### src/rtl/ifetch.sv
// Instruction fetch stage: drives a combinational ROM from pc and registers one instruction for decode.
// Latency: an instruction at pc=A appears on inst_o one cycle after pc=A with a free output slot.
// Backpressure: valid/ready; valid=1 with ready=0 freezes inst_o, inst_pc_o and pc. A redirect always wins.
//
// Ports:
//   clk, rst         single clock; synchronous active-high reset
//   inst_addr_o      fetch address to the instruction ROM (direct copy of pc)
//   inst_i           ROM read data for inst_addr_o, same cycle; low 32 bits are the instruction
//   jump_en_i        redirect request from execute
//   jump_addr_i      redirect target, low two bits ignored
//   inst_valid_o     inst_o / inst_pc_o hold a valid instruction
//   inst_ready_i     decode accepts the presented instruction this cycle
//   inst_o           fetched instruction
//   inst_pc_o        address inst_o was fetched from
//   fetch_cnt_o      accepted-instruction count (IFETCH_PERF_CNT_EN), otherwise 0
//   redirect_cnt_o   redirect count (IFETCH_PERF_CNT_EN), otherwise 0
//
// Optional feature macro: IFETCH_PERF_CNT_EN enables the two performance counters.
module ifetch #(
    parameter logic [63:0] RESET_PC = 64'h0000_0000_8000_0000
) (
    input  logic        clk,
    input  logic        rst,
    output logic [63:0] inst_addr_o,
    input  logic [63:0] inst_i,
    input  logic        jump_en_i,
    input  logic [63:0] jump_addr_i,
    output logic        inst_valid_o,
    input  logic        inst_ready_i,
    output logic [31:0] inst_o,
    output logic [63:0] inst_pc_o,
    output logic [63:0] fetch_cnt_o,
    output logic [31:0] redirect_cnt_o
);

    localparam logic [0:0] ST_BOOT = 1'b0;
    localparam logic [0:0] ST_RUN  = 1'b1;

    logic [0:0]  state_q,   state_d;
    logic [63:0] pc_q,      pc_d;
    logic        valid_q,   valid_d;
    logic [31:0] inst_q,    inst_d;
    logic [63:0] inst_pc_q, inst_pc_d;

    logic slot_free;
    logic handshake;

    // Upper ROM half and the byte offset of the target are architecturally ignored.
    logic unused_in;
    assign unused_in = ^{inst_i[63:32], jump_addr_i[1:0]};

    // The output slot can take a new instruction when empty or being drained this cycle.
    assign slot_free = !valid_q || inst_ready_i;
    assign handshake = valid_q && inst_ready_i;

    always_comb begin
        state_d   = state_q;
        pc_d      = pc_q;
        valid_d   = valid_q;
        inst_d    = inst_q;
        inst_pc_d = inst_pc_q;

        if (jump_en_i) begin
            // Redirect beats capture and stall alike; any presented instruction is
            // either consumed by this cycle's handshake or dropped.
            pc_d    = {jump_addr_i[63:2], 2'b00};
            valid_d = 1'b0;
            state_d = ST_RUN;
        end else begin
            case (state_q)
                ST_BOOT: begin
                    // Slot is always empty here, so the RESET_PC word is captured.
                    inst_d    = inst_i[31:0];
                    inst_pc_d = pc_q;
                    valid_d   = 1'b1;
                    pc_d      = pc_q + 64'd4;
                    state_d   = ST_RUN;
                end
                ST_RUN: begin
                    if (slot_free) begin
                        inst_d    = inst_i[31:0];
                        inst_pc_d = pc_q;
                        valid_d   = 1'b1;
                        // Plain 64-bit add: wraps from ...FFFC to 0.
                        pc_d      = pc_q + 64'd4;
                    end
                end
                default: begin
                    state_d = ST_BOOT;
                end
            endcase
        end
    end

    always_ff @(posedge clk) begin
        if (rst) begin
            state_q   <= ST_BOOT;
            pc_q      <= RESET_PC;
            valid_q   <= 1'b0;
            inst_q    <= 32'h0;
            inst_pc_q <= 64'h0;
        end else begin
            state_q   <= state_d;
            pc_q      <= pc_d;
            valid_q   <= valid_d;
            inst_q    <= inst_d;
            inst_pc_q <= inst_pc_d;
        end
    end

    assign inst_addr_o  = pc_q;
    assign inst_valid_o = valid_q;
    assign inst_o       = inst_q;
    assign inst_pc_o    = inst_pc_q;

`ifdef IFETCH_PERF_CNT_EN
    logic [63:0] fetch_cnt_q,    fetch_cnt_d;
    logic [31:0] redirect_cnt_q, redirect_cnt_d;

    always_comb begin
        fetch_cnt_d    = fetch_cnt_q + {63'd0, handshake};
        redirect_cnt_d = redirect_cnt_q + {31'd0, jump_en_i};
    end

    always_ff @(posedge clk) begin
        if (rst) begin
            fetch_cnt_q    <= 64'd0;
            redirect_cnt_q <= 32'd0;
        end else begin
            fetch_cnt_q    <= fetch_cnt_d;
            redirect_cnt_q <= redirect_cnt_d;
        end
    end

    assign fetch_cnt_o    = fetch_cnt_q;
    assign redirect_cnt_o = redirect_cnt_q;
`else
    logic unused_hs;
    assign unused_hs = handshake;

    assign fetch_cnt_o    = 64'd0;
    assign redirect_cnt_o = 32'd0;
`endif

endmodule

### config.mk
export PLATFORM = sky130hd
export DESIGN_NAME = ifetch
export DESIGN_NICKNAME = d
export VERILOG_FILES = /design/src/rtl/ifetch.sv
export SDC_FILE = /design/constraint.sdc
export NUM_CORES = 1
export LEC_CHECK = 0
export ABC_AREA = 1
export ABC_CLOCK_PERIOD_IN_PS = 4200
export CAP_MARGIN = 20
export CORE_AREA = 2 2 149 151
export CTS_BUF_LIST = sky130_fd_sc_hd__clkbuf_4
export CTS_CLUSTER_DIAMETER = 100
export DETAILED_ROUTE_END_ITERATION = 10
export DIE_AREA = 0 0 151 153
export PLACE_DENSITY = 0.8
export SETUP_SLACK_MARGIN = 0.5
export SLEW_MARGIN = 15
export SYNTH_ARGS = -nofsm -noshare
export SYNTH_HDL_FRONTEND = slang
export SYNTH_SLANG_ARGS = --single-unit
### constraint.sdc
create_clock -name clk -period 4.2 [get_ports clk]
set_input_delay 0.42 -clock clk [delete_from_list [all_inputs] [get_ports clk]]
set_output_delay 0.42 -clock clk [all_outputs]
set_load 0.005 [all_outputs]
==> reports/metrics.yaml <==
slew_violations: 0
cp_num_buf_inv: 3
rows: 54
post-route-cell-area_sq_mm: 0.0117
vias: 9708
clock_sinks: 158
cts.repair.resized: 0
outcome: "finished clean"
yosys.area.top_type: "dfxtp_1"
gr-total-overflow: 0
grt_usage: 0.258
port-buffer-count: 254
async_flop_share: 0
min_path_cells: 3
cts-root-buf: "clkbuf_4"
cts_setup_buffers: 0
synth_area_sq_mm: 0.00903
dr.first_iter.drc_count: 795
leakagePower_nw: 5.16
die_area_sq_mm: 0.0231
crit_path_start_kind: "flip-flop"
cp_max_fo: 63
synthCells: 1443
die_h_um: 153
yosys-top-cells-count: "nand2_1 (327), nor2_1 (305), inv_1 (164)"
ys_ff_latch: 158
path_delay_family: "simple AND/OR/NAND/NOR gates"
drc: 0
setup_viol: 0
cts_tree: "done"
synth_top_area_frac: 0.350
peakVddDrop_uv: 154
arrival_ps: 2710
drt-wirelength-per-cell_um: 15.8
routed_wl_mm: 30.9
ctsHoldBuffers: 0
yosys.cell_count.top_type: "nand2_1"
fin_total_pwr_mw: 3.25
grt_max_degree: 80
slew_headroom: 0.303
cts_max_level: 4
globalplace.congestion: 0.980
worst-path-stages: 10
syn2layout_area_growth_pct: 29.3
p_per_area_mw_per_mm2: 278
pin_count: 389
totalNegativeSetupSlack_ps: 0
synth_area_leaders: "dfxtp_1 (35%), nand2_1 (14%), nor2_1 (13%)"
ys_warn_count: 0
fin_nets: 1799
cts_buffer_depth: 2
num-fill-cells: 2150
post-route-period-util: 0.527
grt_setup_unrepaired: "false"
crit_type: "reg2reg"
fin_skew_ps: 35.5
dpl_cell_area_sq_mm: 0.0114
synth_ff_type: "dfxtp_1"
avgSynthCellArea_sq_um: 6.26
worst_pin_slew_ps: 1050
cts_buffers: 17
start_util: 0.420
reg2regPathDepth: 10
fmax_mhz: 452
hold_viol_final: 0
synth-edff-count: 0
final_util: 0.543
maxCapViolCount: 0
max_stage_delay_ps: 560
fp.dieW_um: 151
clk_latency_ps: 590
worst_hold_path_type: "in2reg"
drive_gt1_frac: 0.0405
cp_cell_sequence: "inv_1, nor2_1, nand2_1, nand2_4, buf_12, nor2_1, a22oi_1, nand2_1, nand2_1, inv_1"
hpwl_mm: 23.3
antenna_found_initial: 1
min_period_ps: 2210
synth_cell_type_count: 30
crit_path_end_kind: "flip-flop"
design.core.area_sq_mm: 0.0215
cpMaxStageDelayCell: "nand2_4"
cp_data_required_time_ps: 4690
drt-vias-per-instance: 4.95
grt_pass1_vias: 8664
clk_pin_slew_ps: 130
final_antenna_net_count: 0
drtPass1Iterations: 6
ys_seq_area_frac: 0.350
critPathMostFrequentCell: "nand2_1"
grt_pass1_wl_mm: 46.6
hold_slack_ps: 362
cell usage in the layout, fill, tap and decap left out:
master | Yosys | final
nand4_1 | 14 | 14
clkinv_4 | 0 | 1
nor2_1 | 305 | 305
clkinv_2 | 0 | 6
o21ai_1 | 11 | 11
xnor2_1 | 2 | 2
bufinv_16 | 0 | 2
a21oi_1 | 15 | 15
o21ai_0 | 134 | 134
diode_2 | 0 | 1
a21oi_4 | 0 | 1
or2_2 | 1 | 1
clkinv_1 | 0 | 2
inv_1 | 164 | 163
nor3_2 | 1 | 1
buf_12 | 0 | 3
nor2_4 | 10 | 10
nand2_4 | 5 | 6
nor2_2 | 5 | 5
clkdlybuf4s50_1 | 0 | 253
nor3_1 | 12 | 12
nand3b_1 | 18 | 18
clkinvlp_4 | 0 | 3
nand3_1 | 83 | 83
dfxtp_1 | 158 | 158
conb_1 | 1 | 100
xor2_1 | 1 | 1
o2111ai_1 | 1 | 1
nand2_1 | 327 | 326
a22oi_1 | 1 | 1
o211ai_1 | 1 | 1
nand2_2 | 4 | 4
a31oi_1 | 10 | 10
ha_1 | 1 | 1
clkbuf_4 | 0 | 19
buf_4 | 103 | 5
buf_2 | 18 | 1
path summary, 6_finish.rpt:
kind,from,to,slack [ps]
setup / recovery,inst_valid_o$_SDFFE_PP0N_,inst_addr_o[17]$_SDFFE_PP0P_,1990
hold reg to reg,inst_pc_o[25]$_SDFFE_PP0P_,inst_pc_o[25]$_SDFFE_PP0P_,480
setup reg to reg,inst_valid_o$_SDFFE_PP0N_,inst_addr_o[17]$_SDFFE_PP0P_,1990
hold / removal,jump_en_i,inst_pc_o[27]$_SDFFE_PP0P_,360
layer usage:
metal,share of wire,vias to the layer above,track usage,wire (um)
met2,0.47,448,0.433,14600
li1,-,4749,-,-
met1,0.41,4448,0.325,12600
met5,0,-,0,0
met4,0.036,0,0.108,1100
met3,0.082,63,0.0451,2540
final cells by class:
cell class | count | area, sq um | share of cell area
clock inverter | 13 | 124 | 0.0106
timing repair buffer | 262 | 2640 | 0.226
sequential | 158 | 3160 | 0.271
tap | 280 | 350 | 0.0300
clock buffer | 19 | 143 | 0.0122
antenna | 1 | 2.50 | 0.000214
inverter | 164 | 617 | 0.0529
multi-input combinational | 1063 | 4640 | 0.397
power breakdown:
group / switching (mW) / leakage (nW) / internal [mW]
sequential: 0.0895 / 1.31 / 1.60
combinational: 0.308 / 3.71 / 0.333
clock: 0.566 / 0.143 / 0.357
total: 0.964 / 5.16 / 2.29
state kept, by name, summed over array words and instances (netlist names):
| signal | flops |
|---|---|
| inst_pc_o | 62 |
| inst_o | 32 |
| inst_valid_o | 1 |
| inst_addr_o | 62 |
| state_q | 1 |
through the flow:
| step | worst slack [ps] | cells |
|---|---|---|
| floorplan | 2610 | 1542 |
| global placement | 1490 | 1927 |
| detailed placement | 1460 | 1927 |
| CTS | 1930 | 1959 |
| global route | 1800 | 1960 |
| finish | 1990 | 1960 |
cells by family after synthesis:
family                   share of synthesized area
AND/OR/NAND/NOR                              0.367
buffers and inverters                        0.179
AO/OA/AOI/OAI                               0.0992
flip-flops                                   0.350
XOR/XNOR                                   0.00291
adder cells (fa/ha/maj)                    0.00139
other                                     0.000415
worst register-to-register path: cells and delay by family, from the launching register on:
family                 cells  cell delay [ps]
DFF                        1              350
and+or+nand+nor            6             1240
AOI/OAI and AO/OA          1              150
buffers and inverters      3              400
Power figures use the tool's default switching activity.
